**src/rtl/icmp_reply_tx.sv**
```systemverilog
// ICMP echo-reply builder: swaps addresses, clears the type byte, fixes the checksum, and streams the frame.
// Build option ICMP_CSUM_RECALC_EN replaces the incremental checksum patch with a full recomputation.
module icmp_reply_tx #(
    parameter int FRM_SZ     = 74,
    parameter int IFG_CYCLES = 12
) (
    input  logic                clk,
    input  logic                rst_n,
    input  logic [47:0]         hw_addr_i,
    input  logic [31:0]         ip_addr_i,
    input  logic [FRM_SZ*8-1:0] icmp_pkt_i,
    input  logic                icmp_pkt_valid_i,
    output logic [7:0]          mac_data_o,
    output logic                mac_valid_o,
    input  logic                mac_ready_i,
    output logic                busy_o,
    output logic [7:0]          drop_cnt_o
);
    localparam int IDX_W = $clog2(FRM_SZ);
    localparam int GAP_W = $clog2(IFG_CYCLES + 1);
    localparam logic [IDX_W-1:0] LAST_IDX = IDX_W'(FRM_SZ - 1);
    localparam logic [GAP_W-1:0] GAP_LOAD = GAP_W'(IFG_CYCLES);

    localparam int DST_MAC_MSB = FRM_SZ*8 - 1;
    localparam int SRC_MAC_MSB = (FRM_SZ - 6)*8 - 1;
    localparam int SRC_IP_MSB  = (FRM_SZ - 26)*8 - 1;
    localparam int DST_IP_MSB  = (FRM_SZ - 30)*8 - 1;
    localparam int TYPE_MSB    = (FRM_SZ - 34)*8 - 1;
    localparam int CSUM_MSB    = (FRM_SZ - 36)*8 - 1;

`ifdef ICMP_CSUM_RECALC_EN
    typedef enum logic [1:0] {ST_IDLE, ST_CSUM, ST_SEND, ST_GAP} state_t;
    localparam logic [IDX_W-1:0] CSUM_DONE = IDX_W'((FRM_SZ - 34 + 1) / 2);
`else
    typedef enum logic [1:0] {ST_IDLE, ST_BUILD, ST_SEND, ST_GAP} state_t;
`endif

    state_t              state_q, state_d;
    logic [FRM_SZ*8-1:0] buf_q, buf_d;
    logic [IDX_W-1:0]    idx_q, idx_d;
    logic [GAP_W-1:0]    gap_q, gap_d;
    logic [7:0]          data_q, data_d;
    logic                valid_q, valid_d;
    logic [7:0]          drop_q, drop_d;

    function automatic logic [7:0] frame_byte(input logic [FRM_SZ*8-1:0] frm, input int idx);
        frame_byte = 8'h00;
        if (idx >= 0 && idx < FRM_SZ) frame_byte = frm[(FRM_SZ-1-idx)*8 +: 8];
    endfunction

`ifdef ICMP_CSUM_RECALC_EN
    logic [31:0] csum_q, csum_d;
    logic [15:0] csum_word;
    logic [16:0] fold1;
    logic [15:0] fold2;
    int          hi_idx;

    // Type (34) and checksum (36-37) read as zero; an index past the frame end pads with zero.
    always_comb begin
        hi_idx    = 34 + 2 * int'(idx_q);
        csum_word = {(hi_idx == 34 || hi_idx == 36) ? 8'h00 : frame_byte(buf_q, hi_idx),
                     (hi_idx + 1 == 37) ? 8'h00 : frame_byte(buf_q, hi_idx + 1)};
        fold1     = {1'b0, csum_q[15:0]} + {1'b0, csum_q[31:16]};
        fold2     = fold1[15:0] + {15'd0, fold1[16]};
    end
`else
    logic [16:0] csum_sum;
    logic [15:0] csum_new;

    // Type 8 -> 0 lowers the covered sum by 0x0800, so the stored complement rises by the same.
    always_comb begin
        csum_sum = {1'b0, buf_q[CSUM_MSB -: 16]} + 17'h0_0800;
        csum_new = csum_sum[15:0] + {15'd0, csum_sum[16]};
    end
`endif

    // NOTE: every next-state signal takes its hold value first so no path leaves it unassigned (no latches).
    always_comb begin
        state_d = state_q;
        buf_d   = buf_q;
        idx_d   = idx_q;
        gap_d   = gap_q;
        data_d  = data_q;
        valid_d = valid_q;
        drop_d  = drop_q;
`ifdef ICMP_CSUM_RECALC_EN
        csum_d  = csum_q;
`endif
        if (icmp_pkt_valid_i && (state_q != ST_IDLE) && (drop_q != 8'hFF)) drop_d = drop_q + 8'd1;

        case (state_q)
            ST_IDLE: begin
                if (icmp_pkt_valid_i) begin
                    buf_d = icmp_pkt_i;
                    idx_d = '0;
`ifdef ICMP_CSUM_RECALC_EN
                    csum_d  = '0;
                    state_d = ST_CSUM;
`else
                    state_d = ST_BUILD;
`endif
                end
            end
`ifdef ICMP_CSUM_RECALC_EN
            ST_CSUM: begin
                if (idx_q == '0) begin
                    buf_d[DST_MAC_MSB -: 48] = buf_q[SRC_MAC_MSB -: 48];
                    buf_d[SRC_MAC_MSB -: 48] = hw_addr_i;
                    buf_d[DST_IP_MSB -: 32]  = buf_q[SRC_IP_MSB -: 32];
                    buf_d[SRC_IP_MSB -: 32]  = ip_addr_i;
                end
                if (idx_q == CSUM_DONE) begin
                    buf_d[TYPE_MSB -: 8]  = 8'h00;
                    buf_d[CSUM_MSB -: 16] = ~fold2;
                    idx_d   = '0;
                    state_d = ST_SEND;
                end else begin
                    csum_d = csum_q + {16'd0, csum_word};
                    idx_d  = idx_q + IDX_W'(1);
                end
            end
`else
            ST_BUILD: begin
                buf_d[DST_MAC_MSB -: 48] = buf_q[SRC_MAC_MSB -: 48];
                buf_d[SRC_MAC_MSB -: 48] = hw_addr_i;
                buf_d[DST_IP_MSB -: 32]  = buf_q[SRC_IP_MSB -: 32];
                buf_d[SRC_IP_MSB -: 32]  = ip_addr_i;
                buf_d[TYPE_MSB -: 8]     = 8'h00;
                buf_d[CSUM_MSB -: 16]    = csum_new;
                idx_d   = '0;
                state_d = ST_SEND;
            end
`endif
            ST_SEND: begin
                // The first SEND cycle only loads byte 0 into the output register.
                if (!valid_q) begin
                    data_d  = frame_byte(buf_q, int'(idx_q));
                    valid_d = 1'b1;
                end else if (mac_ready_i) begin
                    if (idx_q == LAST_IDX) begin
                        valid_d = 1'b0;
                        gap_d   = GAP_LOAD;
                        state_d = ST_GAP;
                    end else begin
                        idx_d  = idx_q + IDX_W'(1);
                        data_d = frame_byte(buf_q, int'(idx_q) + 1);
                    end
                end
            end
            ST_GAP: begin
                if (gap_q <= GAP_W'(1)) state_d = ST_IDLE;
                else                    gap_d   = gap_q - GAP_W'(1);
            end
            default: state_d = ST_IDLE;
        endcase
    end

    // NOTE: the frame buffer is reset too, so a request aborted by reset leaves no stale bytes behind.
    always_ff @(posedge clk) begin
        if (!rst_n) begin
            state_q <= ST_IDLE;
            buf_q   <= '0;
            idx_q   <= '0;
            gap_q   <= '0;
            data_q  <= '0;
            valid_q <= 1'b0;
            drop_q  <= '0;
`ifdef ICMP_CSUM_RECALC_EN
            csum_q  <= '0;
`endif
        end else begin
            state_q <= state_d;
            buf_q   <= buf_d;
            idx_q   <= idx_d;
            gap_q   <= gap_d;
            data_q  <= data_d;
            valid_q <= valid_d;
            drop_q  <= drop_d;
`ifdef ICMP_CSUM_RECALC_EN
            csum_q  <= csum_d;
`endif
        end
    end

    assign mac_data_o  = data_q;
    assign mac_valid_o = valid_q;
    assign busy_o      = (state_q != ST_IDLE);
    assign drop_cnt_o  = drop_q;
endmodule

```
**config.mk**
```make
export PLATFORM = sky130hd
export DESIGN_NAME = icmp_reply_tx
export DESIGN_NICKNAME = d
export VERILOG_FILES = /design/src/rtl/icmp_reply_tx.sv
export SDC_FILE = /design/constraint.sdc
export NUM_CORES = 2
export LEC_CHECK = 0
export BUFFER_PORTS_ARGS = -buffer_cell sky130_fd_sc_hd__buf_2
export CAP_MARGIN = 25
export CORE_MARGIN = 8
export CORE_UTILIZATION = 38
export CTS_CLUSTER_SIZE = 8
export DETAILED_ROUTE_END_ITERATION = 6
export PLACE_DENSITY = 0.62
export SLEW_MARGIN = 20
export SYNTH_ARGS = -nofsm -noshare
export SYNTH_HDL_FRONTEND = slang
export SYNTH_SLANG_ARGS = --single-unit
```
**constraint.sdc**
```tcl
create_clock -name clk -period 8.3 [get_ports clk]
set_input_delay 0.83 -clock clk [delete_from_list [all_inputs] [get_ports clk]]
set_output_delay 0.83 -clock clk [all_outputs]
set_load 0.02 [all_outputs]
```
Word-level counts from Yosys, hierarchy flattened

Cells that the tools add are included.

Register bits: 622
Bits of input ports: 676
Output and inout bits: 18
Logic and storage cells: 78

Add/subtract/negate cells: 8
Order comparisons: 4
Equality and inequality tests: 14
Shifts and indexed selects: 2
Multiplexer cells: 28
Reduce and logical (&&, ||, !) cells: 14

Operators by type and width:

| operator                                            | count |
|---|---|
| two-way mux 592 bit                                 | 1 |
| indexed part select 592 x 11 -> 8 bit               | 1 |
| indexed part select 592 x 12 -> 8 bit               | 1 |
| one-hot mux 96 bit (2 select lines)                 | 1 |
| one-hot mux 72 bit (2 select lines)                 | 1 |
| two-way mux 8 bit                                   | 5 |
| one-hot mux 16 bit (2 select lines)                 | 1 |
| two-way mux 7 bit                                   | 4 |
| one-hot mux 7 bit (3 select lines)                  | 1 |
| inequality test 2 bit, second input constant        | 9 |
| adder 16 x 12 -> 17 bit, second input constant      | 1 |
| adder 16 x 1 -> 16 bit                              | 1 |
| two-way mux 4 bit                                   | 4 |
| AND reduction 5 bit                                 | 3 |
| two-way mux 2 bit                                   | 5 |
| subtractor 7 x 8 -> 9 bit, first input constant     | 1 |
| adder 7 x 1 -> 8 bit, second input constant         | 1 |
| adder 8 x 1 -> 8 bit, second input constant         | 1 |
| >= comparator 8 x 1 -> 1 bit, second input constant | 1 |
| < comparator 8 x 7 -> 1 bit, second input constant  | 1 |
| inequality test 8 bit, second input constant        | 1 |
| one-hot mux 2 bit (4 select lines)                  | 1 |
| one-hot mux 4 bit (2 select lines)                  | 1 |
| subtractor 7 x 7 -> 8 bit, first input constant     | 1 |
| other kinds (14)                                    | 22 |

Logic depth before layout (Yosys ltp)

Depth in word-level cells: 7
Mapped depth: 16
Depth with buffers taken out: 12

Worst setup path before layout

Ideal clock, no wire load.

Path kind: register to register
Start: reg idx_q[1]
End: reg data_q[2] (netlist: mac_data_o[2])
Library setup time: 0.121 ns
Arrival: 3.551 ns
Required time: 8.179 ns
Path slack: 4.628 ns
Stages on the path, launching flop included: 16
Path buffers: 8
Period minus slack after synthesis: 3.672 ns
Path through: dfxtp_1 -> buf_2 -> buf_4 -> buf_2 -> inv_1 -> buf_2 -> ha_1 -> buf_2 -> buf_2 -> buf_2 -> clkbuf_1 -> mux4_2 -> a22oi_1 -> nand4_1 -> a31oi_1 -> a21oi_1

Word-level cells in the longest chain between the ends: 7
Elaborated cells between the ends (all ways): 17
Classes of those cells: add/sub (3); order compare (3); eq/ne (2); shift (2); mux (5); reduce/logical (2)

RTL lines:

| what                                                                       | RTL line | source |
|---|---|---|
| from (decl)                                                                | 40       | `logic [IDX_W-1:0] idx_q, idx_d;` |
| from (signal assigned)                                                     | 174      | `idx_q <= idx_d;` |
| adder 7 x 1 -> 8 bit                                                       | 146      | `data_d = frame_byte(buf_q, int'(idx_q) + 1);` |
| subtractor 7 x 8 -> 9 bit (tied with other cells)                          | 48       | `if (idx >= 0 && idx < FRM_SZ) frame_byte = frm[(FRM_SZ-1-idx)*8 +: 8];` |
| indexed part select 592 x 12 -> 8 bit or logical AND 1 bit (tied branches) | 48       |  |
| two-way mux 8 bit                                                          | 48       |  |
| two-way mux 8 bit                                                          | 140      | `if (idx_q == LAST_IDX) begin` |
| two-way mux 8 bit                                                          | 139      | `end else if (mac_ready_i) begin` |
| two-way mux 8 bit                                                          | 136      | `if (!valid_q) begin` |
| to (signal assigned)                                                       | 176      | `data_q <= data_d;` |
| to (decl)                                                                  | 42       | `logic [7:0] data_q, data_d;` |

Parallel ways exist; a longest one is shown, timed or not. The select of a mux whose other input is x is not followed.
A chain may end at the register's enable or synchronous reset.

Final worst setup path

Start: reg idx_q[1]
End: reg data_q[4] (netlist: mac_data_o[4])

Same word-level chain as after synthesis.

==> summary.md <==
| Metric | Value |
|---|---|
| Run status | `completed` |
| Arithmetic-cell share of the synthesized area counting full adders, half adders and majority gates | `0.549%` |
| Worst path required time | `8.88 ns` |
| Setup slack of the most critical reg-to-reg path | `3.29 ns` |
| Post-synth top area share | `36.5%` |
| Post-synthesis net count | `4508` |
| H-Tree Level Count | `3` |
| Number of enable-type register cells in the synthesized netlist | `0` |
| Number of global-route vias before repair | `31700` |
| Post-synthesis compound-gate area fraction | `18.9%` |
| Postcts setup bufs | `0` |
| Slew Viols, Final | `0` |
| Chip Height | `316 um` |
| Setup repair after global routing missed its margin | `no` |
| Starting density of the core | `38.1%` |
| Share of the synthesized netlist area taken by xor and xnor gates | `0.604%` |
| Clock latency of the later-clocked register in the worst-skew pair | `0.66 ns` |
| Hold Fails Final Rpt | `0` |
| Global router's overall resource usage | `28.7%` |
| Sinks on the clock net | `622` |
| Cell breakdown of the critical path | `ha_4 > inv_2 > ha_4 > clkinv_1 > and2_1 > o21a_1 > o41a_1 > a311o_1 > a41oi_1` |
| Longest Clk Path Bufs | `3` |
| Period utilisation layout | `60.4%` |
| Vias | `32900` |
| Ratio of cells with drive above 1 in the final layout | `27.4%` |
| Number of cells traversed by the worst hold path | `3` |
| Synthesized area divided by synthesized cell count | `8.95 sq um` |
| Global-route wire length before repair | `214000 um` |
| Post-CTS sizing | `0` |
| Fraction of synthesis flops using an asynchronous set or reset pin | `0%` |
| Fraction of the mapped netlist area in simple logic gates | `16.5%` |
| Antenna violations before repair | `38` |
| Least-Margin Pin Slew | `1.29 ns` |
| Timing-limited maximum frequency | `200 MHz` |
| Data arrival at the endpoint of the critical path | `5.59 ns` |
| Number of synthesized register bits | `622` |
| Number of distinct standard cells referenced by the synthesized netlist | `80` |
| Sum of routed wire length over all layers | `150000 um` |
| Place WS | `3.23 ns` |
| DRC marker count from the first detailed-route iteration | `3900` |
| Total Power Consumption | `12.2 mW` |
| Highest cell delay on the worst timing path | `0.89 ns` |
| Origin of the critical flop-to-flop path | `idx_q[1]` |
| Count of hold buffers inserted by post-cts repair | `0` |
| Number of I/O pins | `694` |
| Most area-consuming cells after synthesis | `dfxtp_1, mux4_2, nand2_1` |
| Layout overhead on the synthesized area | `18.8%` |
| Type of destination of the critical path | `flop` |
| Core Box Area | `0.0896 sq mm` |
| Source of the critical timing path | `idx_q[1]` |
| CP max FO | `51` |
| Worst Hold Endpoint | `buf_q[86]` |
| Cell Area, Synth | `0.0342 sq mm` |
| Classification of the worst setup path | `flop to flop` |
| Endpoints failing setup | `0` |
| Peak supply drop | `0.208 mV` |
| Clock-pin slew reported for the worst setup and hold paths after clock tree synthesis | `0.06 ns` |
| Highest-delay cell along the critical path | `ha_4` |
| Final Skew | `0.0376 ns` |
| Commonest non-fill, non-tap cell in the layout | `nand2_1` |
| Hold path startpoint | `icmp_pkt_i[86]` |
| Kind of start point of the critical path | `flop` |
| Hold slack | `0.416 ns` |
| Multiplexer share of the synthesized area | `22.2%` |
| Final layout net count | `4969` |
| Number of buffers inserted during clock tree synthesis | `89` |
| First drt pass iteration count | `5` |
| Power per cell area | `300 mW/mm^2` |
| Max-cap check violation count | `0` |
| Most area-hungry cell type in the Yosys netlist | `dfxtp_1` |
| Full die area | `0.0997 sq mm` |
| Seq/Total Area, Yosys | `36.5%` |
| Row count | `110` |
| Number of port buffers | `693` |
| Standby leakage power | `14.9 nW` |
| Clock tree from TritonCTS | `done` |
| Master cell of the clock root buffer | `clkbuf_16` |
| Worst hold-check path type | `input port to flop` |
| Count of warnings emitted by yosys | `0` |
| Cells after Synth | `3817` |
| Combinational family with the most area after synthesis | `multiplexers` |
| Min Clock Period, post-route | `5.01 ns` |
| Remaining number of nets flagged by the antenna check after routing | `0` |
| Width of the die | `316 um` |
| Post-DR wirelength/cell | `27.3 um` |
| Cell repeated most along the worst path | `ha_4` |
| Worst setup margin | `3.29 ns` |
| Sum of net half-perimeters after detailed placement | `111000 um` |
| Sum of negative setup slack | `0 ns` |
| Max-slew headroom | `14.2%` |
| Gp weighted congestion | `0.931` |
| Largest net degree at the start of global routing | `212` |
| Via-to-Cell Ratio | `5.98` |
| Post-synth top flop | `dfxtp_1` |
| DRC Markers | `0` |
| Reg2reg end | `mac_data_o[4]` |
| Number of cells on the worst reg-to-reg path | `9` |
| Top library cells by usage in the layout, fill and taps aside | `nand2_1, buf_2, dfxtp_1` |
| Overflow left after global routing | `0` |
## cells in the mapped netlist, types with 27 or more instances
cell      number
a21boi_0     152
buf_2         54
a21oi_1      397
mux2i_1       63
clkbuf_1     242
nand3_1       47
dfxtp_1      622
o21ai_0      211
buf_4         33
buf_1         28
nor2_1       141
o22ai_1       89
nand2b_1      90
nor3_1        27
nand2_1      962
o221ai_1      85
mux4_2       305
## worst max-delay path, delay by kind of cell (launching register included)
family | cells | cell delay [ns]
adder cells (fa/ha/maj) | 2 | 1.45
flip-flops | 1 | 0.87
AND/OR/NAND/NOR | 1 | 0.50
buffers and inverters | 2 | 0.97
AO/OA/AOI/OAI | 4 | 1.06
## layer usage
| layer | global-route usage [%] | wire, um |
|---|---|---|
| met3 | 7.06 | 13300 |
| met1 | 36.8 | 59300 |
| met5 | 0 | 192 |
| met2 | 45.6 | 70300 |
| met4 | 12.9 | 6860 |
## stage by stage
stage	utilization [%]	std cells	area (sq um)
2_1_floorplan	-	3817	34200
3_3_place_gp	42.4	5359	38000
3_5_place_dp	42.4	5359	38000
4_1_cts	45.1	5468	40400
5_1_grt	45.3	5489	40600
6_report	45.3	5499	40600
## flip-flops by register name (all words and copies together), names as in the netlist
signal       cells
gap_q            4
mac_valid_o      1
idx_q            7
mac_data_o       8
buf_q          592
state_q          2
drop_cnt_o       8
## layout make-up
cell class                 count  area [sq um]
antenna                       27          67.6
tap                         1176          1470
inverter                      19          78.8
timing repair buffer         731          3890
fill                        8870         49000
sequential                   622         12500
multi-input combinational   2815         20200
clock buffer                 100          2290
clock inverter                 9           115
## how the worst max path moves through the flow
stage | endpoint | slack [ns] | depth (start not counted)
detailed placement | mac_data_o[4] | 3.23 | 9
floorplan | mac_data_o[2] | 4.63 | 15
finish | mac_data_o[4] | 3.29 | 9
global placement | mac_data_o[6] | 3.36 | 11
CTS | mac_data_o[4] | 3.23 | 9
global route | mac_data_o[7] | 3.07 | 11
## report_power, final
group	internal, mW	switching, mW
clock	1.95	1.37
sequential	3.77	0.957
combinational	1.57	2.55
## cell families (layout without fill, tap and decap cells)
family / after synthesis / count (layout)
simple gates: 1347 / 1347
compound gates: 1056 / 1056
flops: 622 / 622
buf+inv: 380 / 859
mux: 375 / 375
xor+xnor: 22 / 22
fa+ha+maj: 15 / 15
other cells: 0 / 27
(Power assumes the default switching activity.)
